File: src/rtl/rv32i_types.sv
`default_nettype none
// +------------------------------------------------------------------------+
// | Package     : rv32i_types                                              |
// | Description : Shared RV32 decode types plus the divide reservation     |
// |               station entry, state and result types.                   |
// | Revision    : 1.0 - initial release                                    |
// +------------------------------------------------------------------------+
package rv32i_types;

    localparam int unsigned c_xlen          = 32;
    // Widths of the struct fields below; div_rs parameters default to these.
    localparam int unsigned c_phys_reg_bits = 6;
    localparam int unsigned c_rob_idx_bits  = 5;

    localparam logic [6:0] c_opcode_op   = 7'b0110011;
    localparam logic [2:0] c_funct3_div  = 3'b100;
    localparam logic [2:0] c_funct3_divu = 3'b101;
    localparam logic [2:0] c_funct3_rem  = 3'b110;
    localparam logic [2:0] c_funct3_remu = 3'b111;

    typedef struct packed {
        logic [6:0] opcode;
        logic [2:0] funct3;
    } decode_info_t;

    typedef struct packed {
        logic                       valid;
        decode_info_t               info;
        logic [c_phys_reg_bits-1:0] ps1;
        logic                       ps1_rdy;
        logic [c_phys_reg_bits-1:0] ps2;
        logic                       ps2_rdy;
        logic [c_phys_reg_bits-1:0] pd;
        logic [c_rob_idx_bits-1:0]  rob_idx;
    } div_rs_entry_t;

    typedef enum logic [1:0] {
        IDLE  = 2'd0,
        BUSY  = 2'd1,
        DONE  = 2'd2,
        DRAIN = 2'd3
    } div_rs_state_t;

    typedef struct packed {
        logic [c_phys_reg_bits-1:0] pd;
        logic [c_rob_idx_bits-1:0]  rob_idx;
        logic [c_xlen-1:0]          value;
    } div_result_t;

endpackage
`default_nettype wire

File: src/rtl/div_rs_age_select.sv
`default_nettype none
// +------------------------------------------------------------------------+
// | Module      : div_rs_age_select                                        |
// | Description : Combinational lowest-index-first priority encoder. Index |
// |               0 is the oldest entry, so the grant is the oldest ready. |
// | Ports       : i_req  - per-entry ready request                         |
// |               o_gnt  - one-hot grant                                   |
// |               o_idx  - binary index of the grant                       |
// |               o_any  - at least one request                            |
// | Revision    : 1.0 - initial release                                    |
// +------------------------------------------------------------------------+
module div_rs_age_select #(
    parameter int DEPTH = 4,
    parameter int IDX_W = 2
) (
    input  logic [DEPTH-1:0] i_req,
    output logic [DEPTH-1:0] o_gnt,
    output logic [IDX_W-1:0] o_idx,
    output logic             o_any
);

    // Walk from youngest to oldest so the oldest request wins last.
    always_comb begin
        o_gnt = '0;
        o_idx = '0;
        for (int i = DEPTH - 1; i >= 0; i--) begin
            if (i_req[i]) begin
                o_gnt    = '0;
                o_gnt[i] = 1'b1;
                o_idx    = IDX_W'(i);
            end
        end
    end

    assign o_any = |i_req;

endmodule
`default_nettype wire

File: src/rtl/div_rs.sv
`default_nettype none
// +------------------------------------------------------------------------+
// | Module      : div_rs                                                   |
// | Description : Reservation station and completion controller for the   |
// |               RV32M divide/remainder unit. Age-ordered collapsing      |
// |               queue, CDB wakeup, oldest-ready issue to a sequential    |
// |               divider, single result buffer held until CDB grant.      |
// | Ports       : clk, rst_n (async, active-low), flush                    |
// |               disp_*  - dispatch handshake and renamed op fields       |
// |               cdb_*   - wakeup broadcast                               |
// |               prf_*   - same-cycle register file read                  |
// |               fu_*    - divider start/operands/decode and completion   |
// |               res_*   - CDB request, grant and payload                 |
// | Option      : DIV_RS_DIV0_FASTPATH_EN - divide-by-zero results are     |
// |               produced locally without starting the divider.           |
// | Revision    : 1.0 - initial release                                    |
// +------------------------------------------------------------------------+
module div_rs
    import rv32i_types::*;
#(
    parameter int PHYS_REG_BITS = c_phys_reg_bits,
    parameter int ROB_IDX_BITS  = c_rob_idx_bits,
    parameter int DEPTH         = 4
) (
    input  logic                     clk,
    input  logic                     rst_n,
    input  logic                     flush,
    input  logic                     disp_valid,
    output logic                     disp_ready,
    input  decode_info_t             disp_decode_info,
    input  logic [PHYS_REG_BITS-1:0] disp_ps1,
    input  logic [PHYS_REG_BITS-1:0] disp_ps2,
    input  logic [PHYS_REG_BITS-1:0] disp_pd,
    input  logic                     disp_ps1_rdy,
    input  logic                     disp_ps2_rdy,
    input  logic [ROB_IDX_BITS-1:0]  disp_rob_idx,
    input  logic                     cdb_valid,
    input  logic [PHYS_REG_BITS-1:0] cdb_pd,
    output logic [PHYS_REG_BITS-1:0] prf_ps1,
    output logic [PHYS_REG_BITS-1:0] prf_ps2,
    input  logic [31:0]              prf_rs1_v,
    input  logic [31:0]              prf_rs2_v,
    output logic                     fu_start,
    output logic [31:0]              fu_rs1_v,
    output logic [31:0]              fu_rs2_v,
    output decode_info_t             fu_decode_info,
    input  logic [31:0]              fu_rd_v,
    input  logic                     fu_valid,
    output logic                     res_valid,
    input  logic                     res_gnt,
    output logic [PHYS_REG_BITS-1:0] res_pd,
    output logic [ROB_IDX_BITS-1:0]  res_rob_idx,
    output logic [31:0]              res_value
);

    localparam int c_idx_w = $clog2(DEPTH);

    div_rs_entry_t             r_entries [DEPTH];
    // One extra empty slot at the tail feeds the collapsing shift.
    div_rs_entry_t             w_woken   [DEPTH+1];
    div_rs_entry_t             w_next    [DEPTH];
    div_rs_entry_t             w_disp_entry;
    logic [DEPTH-1:0]          w_req;
    logic [DEPTH-1:0]          w_gnt;
    logic [c_idx_w-1:0]        w_sel_idx;
    logic                      w_any;
    logic                      w_issue;
    logic                      w_div0;
    logic                      w_disp_fire;
    div_rs_state_t             r_state;
    div_rs_state_t             w_state_nxt;
    decode_info_t              r_fu_info;
    logic [PHYS_REG_BITS-1:0]  r_fu_pd;
    logic [ROB_IDX_BITS-1:0]   r_fu_rob;
    div_result_t               r_result;
    div_result_t               w_result_nxt;

    // Wakeup of resident entries; select uses the registered ready bits so a
    // broadcast in one cycle permits issue in the next.
    always_comb begin
        for (int i = 0; i < DEPTH; i++) begin
            w_woken[i] = r_entries[i];
            if (cdb_valid && r_entries[i].valid) begin
                if (r_entries[i].ps1 == cdb_pd) w_woken[i].ps1_rdy = 1'b1;
                if (r_entries[i].ps2 == cdb_pd) w_woken[i].ps2_rdy = 1'b1;
            end
            w_req[i] = r_entries[i].valid && r_entries[i].ps1_rdy && r_entries[i].ps2_rdy;
        end
        w_woken[DEPTH] = '0;
    end

    div_rs_age_select #(
        .DEPTH (DEPTH),
        .IDX_W (c_idx_w)
    ) u_age_select (
        .i_req (w_req),
        .o_gnt (w_gnt),
        .o_idx (w_sel_idx),
        .o_any (w_any)
    );

    assign w_issue     = (r_state == IDLE) && w_any && !flush;
    // Entries stay contiguous from index 0, so the tail slot marks full.
    assign disp_ready  = !r_entries[DEPTH-1].valid;
    assign w_disp_fire = disp_valid && disp_ready && !flush;

`ifdef DIV_RS_DIV0_FASTPATH_EN
    assign w_div0 = w_issue && (prf_rs2_v == 32'd0);
`else
    assign w_div0 = 1'b0;
`endif

    always_comb begin
        w_disp_entry         = '0;
        w_disp_entry.valid   = 1'b1;
        w_disp_entry.info    = disp_decode_info;
        w_disp_entry.ps1     = disp_ps1;
        w_disp_entry.ps1_rdy = disp_ps1_rdy || (cdb_valid && cdb_pd == disp_ps1);
        w_disp_entry.ps2     = disp_ps2;
        w_disp_entry.ps2_rdy = disp_ps2_rdy || (cdb_valid && cdb_pd == disp_ps2);
        w_disp_entry.pd      = disp_pd;
        w_disp_entry.rob_idx = disp_rob_idx;
    end

    // Collapse the issued slot (everything at or above it moves down one),
    // then drop the dispatched op into the first free slot.
    always_comb begin
        logic run;
        logic placed;
        run    = 1'b0;
        placed = 1'b0;
        for (int i = 0; i < DEPTH; i++) begin
            run       = run | (w_issue & w_gnt[i]);
            w_next[i] = run ? w_woken[i+1] : w_woken[i];
        end
        for (int i = 0; i < DEPTH; i++) begin
            if (w_disp_fire && !placed && !w_next[i].valid) begin
                w_next[i] = w_disp_entry;
                placed    = 1'b1;
            end
        end
        if (flush) begin
            for (int i = 0; i < DEPTH; i++) w_next[i] = '0;
        end
    end

    always_comb begin
        w_state_nxt  = r_state;
        w_result_nxt = r_result;
        case (r_state)
            IDLE: begin
                if (w_issue) begin
                    if (w_div0) begin
                        w_state_nxt          = DONE;
                        w_result_nxt.pd      = r_entries[w_sel_idx].pd;
                        w_result_nxt.rob_idx = r_entries[w_sel_idx].rob_idx;
                        // funct3[1] distinguishes REM/REMU from DIV/DIVU.
                        w_result_nxt.value   = r_entries[w_sel_idx].info.funct3[1] ?
                                               prf_rs1_v : 32'hFFFF_FFFF;
                    end else begin
                        w_state_nxt = BUSY;
                    end
                end
            end
            BUSY: begin
                // A flush coinciding with completion leaves nothing to drain.
                if (flush) begin
                    w_state_nxt = fu_valid ? IDLE : DRAIN;
                end else if (fu_valid) begin
                    w_state_nxt          = DONE;
                    w_result_nxt.pd      = r_fu_pd;
                    w_result_nxt.rob_idx = r_fu_rob;
                    w_result_nxt.value   = fu_rd_v;
                end
            end
            DONE: begin
                if (flush || res_gnt) w_state_nxt = IDLE;
            end
            DRAIN: begin
                if (fu_valid) w_state_nxt = IDLE;
            end
            default: w_state_nxt = IDLE;
        endcase
    end

    always_ff @(posedge clk or negedge rst_n) begin
        if (!rst_n) begin
            for (int i = 0; i < DEPTH; i++) r_entries[i] <= '0;
            r_state   <= IDLE;
            r_fu_info <= '0;
            r_fu_pd   <= '0;
            r_fu_rob  <= '0;
            r_result  <= '0;
        end else begin
            for (int i = 0; i < DEPTH; i++) r_entries[i] <= w_next[i];
            r_state  <= w_state_nxt;
            r_result <= w_result_nxt;
            if (w_issue) begin
                r_fu_info <= r_entries[w_sel_idx].info;
                r_fu_pd   <= r_entries[w_sel_idx].pd;
                r_fu_rob  <= r_entries[w_sel_idx].rob_idx;
            end
        end
    end

    assign prf_ps1  = w_issue ? r_entries[w_sel_idx].ps1 : '0;
    assign prf_ps2  = w_issue ? r_entries[w_sel_idx].ps2 : '0;
    assign fu_start = w_issue && !w_div0;
    assign fu_rs1_v = fu_start ? prf_rs1_v : '0;
    assign fu_rs2_v = fu_start ? prf_rs2_v : '0;

    // Decode info is live in the issue cycle and held until the divider ends.
    assign fu_decode_info = fu_start ? r_entries[w_sel_idx].info :
                            ((r_state == BUSY) || (r_state == DRAIN)) ? r_fu_info : '0;

    assign res_valid   = (r_state == DONE);
    assign res_pd      = res_valid ? r_result.pd      : '0;
    assign res_rob_idx = res_valid ? r_result.rob_idx : '0;
    assign res_value   = res_valid ? r_result.value   : '0;

endmodule
`default_nettype wire

File: config.mk
export PLATFORM = sky130hd
export DESIGN_NAME = div_rs
export DESIGN_NICKNAME = d
export VERILOG_FILES = /design/src/rtl/rv32i_types.sv /design/src/rtl/div_rs_age_select.sv /design/src/rtl/div_rs.sv
export SDC_FILE = /design/constraint.sdc
export NUM_CORES = 1
export LEC_CHECK = 0
export ABC_CLOCK_PERIOD_IN_PS = 2400
export BUFFER_PORTS_ARGS = -buffer_cell sky130_fd_sc_hd__buf_2
export CAP_MARGIN = 20
export CORE_ASPECT_RATIO = 1.75
export CORE_MARGIN = 1.5
export CORE_UTILIZATION = 40
export CTS_CLUSTER_SIZE = 40
export DETAILED_ROUTE_END_ITERATION = 16
export GPL_TIMING_DRIVEN = 0
export MAX_ROUTING_LAYER = met4
export SETUP_SLACK_MARGIN = 0.2
export SYNTH_ARGS = -nofsm -noshare
export SYNTH_HDL_FRONTEND = slang
export SYNTH_SLANG_ARGS = --single-unit
export TNS_END_PERCENT = 10
File: constraint.sdc
create_clock -name clk -period 2.4 [get_ports clk]
set_clock_uncertainty 0.15 [all_clocks]
set_input_delay 0.12 -clock clk [delete_from_list [all_inputs] [get_ports clk]]
set_output_delay 0.12 -clock clk [all_outputs]
set_load 0.01 [all_outputs]
==> impl_metrics.csv <==
group,metric,value,unit
setup_path,rr_endpoint,"r_entries[83]",
sta,final_max_slew_viol_count,0,
die,io_pins,276,
setup_path,endpoint_kind,"output pin",
setup_path,critPathLaunchType,"flip-flop",
sta,max-slew-margin-rel,38.6,%
pwr,power_frac_seq,45.8,%
setup_path,r2r_slack,-220,ps
synthesis,yosys_warnings,0,
sta,hold_viol,8,
cells_and_area,diodes,0,
placement,port_buffers,269,
global_routing,grt_pass1_wl,68.5,mm
synthesis,synthXorXnorAreaFrac,4.46,%
route,route.vias.total,11638,
clocking,cts_tree,"yes",
synthesis,synth-simple-area-share,24.7,%
synthesis,synth_compound_area_share,13.9,%
status,violations,"hold timing, setup timing",
cells_and_area,mostFrequentLayoutCells,"buf_2 (265), dfrtp_1 (202), nand2_1 (199)",
cells_and_area,area_growth,41.6,%
sta,final.min_clock_period,2650,ps
pwr,ir_worst_vdd,0.000495,V
clocking,clock_path_buffers,3,
job,maxCapViolations,0,
cells_and_area,fin_cells,2105,
synthesis,avgSynthCellArea,9.10,um2
route,final_antenna_net_count,0,
die,die_width,133,um
placement,post-dp-hpwl,32.4,mm
global_routing,grt_overflow,0,
global_routing,grtUsageTotal,30.3,%
pwr,p_sw_share,25.8,%
route,wl_per_cell,21.9,um
clocking,clk_latency,520,ps
pwr,leakage,7.86,nW
pwr,p_clk_share,40.6,%
sta,timing.fmax,378,MHz
die,start_util,40.4,%
global_routing,grt_max_degree,82,
setup_path,r2r_cells,9,
clocking,htree_levels,1,
status,outcome,"finished with violations",
sta,setup_viol,176,
synthesis,ys_ff_latch,210,
pwr,power_density,517,nW/um2
route,firstDrtPassIters,6,
clocking,clock_sinks,210,
sta,holdWs,-18.7,ps
route,routed_wl,46.2,mm
pwr,comb_power_share,13.7,%
hold_path,hold_path_class,"input pin to async pin",
route,drt-initial-drc-count,781,
synthesis,synth-seq-area-share,44.6,%
pwr,internal_power,6.39,mW
global_routing,antenna_found_initial,0,
synthesis,syn-num-nets,1438,
die,fp-row-count,83,
synthesis,synthCells,1294,
cells_and_area,fin_nets,1855,
placement,gp_congestion,0.943,
sta,finalSetupTns,-16140,ps
placement,placed_cells,1947,
setup_path,r2r-start,"r_state[1]",
setup_path,crit_fanout,6,
cells_and_area,n_fill_cell,2550,
route,vias_per_cell,5.53,
clocking,cts-root-buf,"clkbuf_16",
sta,worst_pin_slew,921,ps
die,die_h,230,um
die,die-area,30500,um2
synthesis,synth_fa_ha_area_share,0,%
cells_and_area,drive_above_1_share,35.3,%
setup_path,arrival,2380,ps
sta,rsz0062_at_grt,"true",
synthesis,syn_area,11800,um2
clocking,cts_buffers,22,
setup_path,critPathKind,"flip-flop to output pin",
cells_and_area,final_common_cell,"buf_2",
die,core_region_area,29200,um2
synthesis,ys_types,42,
pwr,power_switching,2.22,mW
route,drc,0,
sta,finalCritPeriodShare,110,%
sta,setup_ws,-249,ps
synthesis,synth_mux_area_share,8.67,%
global_routing,grt_pass1_vias,11841,
clocking,clkSlewWorstSetupHoldPaths,60,ps
synthesis,synth_top_family_by_area,"simple AND/OR/NAND/NOR gates",
setup_path,crit_required,2130,ps
## power by group through the flow
| stage | combinational, mW | sequential, mW | clock [mW] |
|---|---|---|---|
| after floorplan | 0.555 | 3.95 | 0 |
| after global placement | 0.960 | 3.99 | 0 |
| after detailed placement | 0.986 | 4.01 | 0 |
| after CTS | 1.12 | 3.94 | 3.55 |
| after global routing | 1.28 | 3.97 | 3.68 |
| final | 1.18 | 3.94 | 3.49 |
## worst max-delay path, stage by stage, from the launching register on
cell     delay, ps
dfrtp_2        460
nand3_4        120
nand2_4         70
nand3_4        200
buf_4          180
mux4_2         520
and2_1         180
buf_2          130
## final cells by class
class | count | area [um2] | area share, %
timing repair buffer | 393 | 2710 | 16.2
clock inverter | 5 | 75.1 | 0.450
clock buffer | 31 | 636 | 3.81
inverter | 4 | 20.0 | 0.120
tap | 382 | 478 | 2.87
buffer | 107 | 977 | 5.86
multi-input combinational | 973 | 6510 | 39.1
sequential | 210 | 5270 | 31.6
## how the worst max path moves through the flow
stage	startpoint	cells past startpoint	slack [ps]	end
global route	r_entries[54]	8	-300	fu_decode_info[7]
detailed placement	r_entries[35]	8	-950	r_entries[22]
CTS	r_entries[54]	8	-230	fu_decode_info[7]
finish	r_entries[54]	7	-250	prf_ps1[5]
floorplan	r_state[0]	10	100	r_entries[49]
global placement	rst_n	1	-3090	r_entries[107]
## per-stage QoR
step | util (%) | cell area, um2 | total power [mW] | hold slack (ps) | worst slack [ps]
2_1_floorplan | - | 11900 | 4.51 | -326 | 97.5
3_3_place_gp | 47.0 | 13700 | 4.95 | 204 | -3090
3_5_place_dp | 47.2 | 13800 | 4.99 | -43.1 | -952
4_1_cts | 55.0 | 16000 | 8.61 | 16.4 | -226
5_1_grt | 57.1 | 16700 | 8.93 | 35.2 | -298
6_report | 57.1 | 16700 | 8.61 | -18.7 | -249
## cells by family (layout without fill, tap and decap cells)
| family | Yosys count | count (layout) |
|---|---|---|
| flip-flops | 210 | 210 |
| AO/OA/AOI/OAI | 289 | 289 |
| XOR/XNOR | 60 | 60 |
| multiplexers | 69 | 69 |
| AND/OR/NAND/NOR | 555 | 555 |
| buffers and inverters | 111 | 540 |
## cell usage after synthesis
| library cell | instances | area (um2) |
|---|---|---|
| clkbuf_1 | 91 | 342 |
| o41ai_1 | 4 | 35.0 |
| and3_1 | 16 | 100 |
| a41o_1 | 2 | 20.0 |
| a21oi_1 | 142 | 711 |
| o21ai_1 | 2 | 10.0 |
| mux2_2 | 44 | 495 |
| o211ai_1 | 1 | 7.51 |
| and2_1 | 132 | 826 |
| o21ai_0 | 100 | 500 |
| a211oi_1 | 12 | 90.1 |
| nand3_2 | 2 | 20.0 |
| xor2_1 | 37 | 324 |
| nor2_2 | 1 | 6.26 |
| nand2_1 | 236 | 886 |
| nor2_1 | 43 | 161 |
| a221o_1 | 1 | 10.0 |
| buf_2 | 13 | 65.1 |
| nor4_1 | 8 | 50.1 |
| nor3b_1 | 99 | 743 |
| or2_2 | 1 | 6.26 |
| mux4_2 | 22 | 495 |
| nand3_1 | 3 | 15.0 |
| inv_1 | 3 | 11.3 |
| nor3_2 | 1 | 10.0 |
| a22o_1 | 1 | 8.76 |
| nand3b_1 | 3 | 22.5 |
| a2111oi_4 | 2 | 55.1 |
| nor3_1 | 4 | 20.0 |
| a31oi_4 | 1 | 21.3 |
| or3_1 | 2 | 12.5 |
| o31ai_1 | 13 | 97.6 |
| a41oi_1 | 7 | 61.3 |
| buf_1 | 3 | 11.3 |
| nor2b_1 | 1 | 6.26 |
| o22ai_1 | 1 | 6.26 |
| mux2i_1 | 3 | 30.0 |
| xnor2_1 | 23 | 201 |
| inv_2 | 1 | 3.75 |
| and4b_1 | 1 | 10.0 |
| dfrtp_1 | 210 | 5260 |
| nand2b_1 | 2 | 12.5 |
## layer usage
| layer | vias up | part of all wire [%] | GRT usage (%) |
|---|---|---|---|
| met3 | 190 | 5.6 | 4.14 |
| met1 | 5652 | 36 | 31.9 |
| met2 | 523 | 52 | 53.0 |
| met5 | - | 0 | - |
| li1 | 5273 | - | - |
| met4 | 0 | 6.8 | 19.3 |
## flip-flops by register name, indices dropped and copies added, names as in the netlist
name / cells
r_entries: 144
r_result: 43
r_fu_info: 10
r_fu_pd: 6
r_fu_rob: 5
r_state: 2
## repair_timing
item                                   in CTS  in global routing
gates resized for setup                   192                174
pin swaps                                  21                 23
endpoints found under the hold margin     384                  0
gates cloned                                2                  4
buffers inserted                           31                 13
hold buffers                               72                  0
setup endpoints to repair                 331                306
No activity file was read; power rests on OpenSTA's default activity.
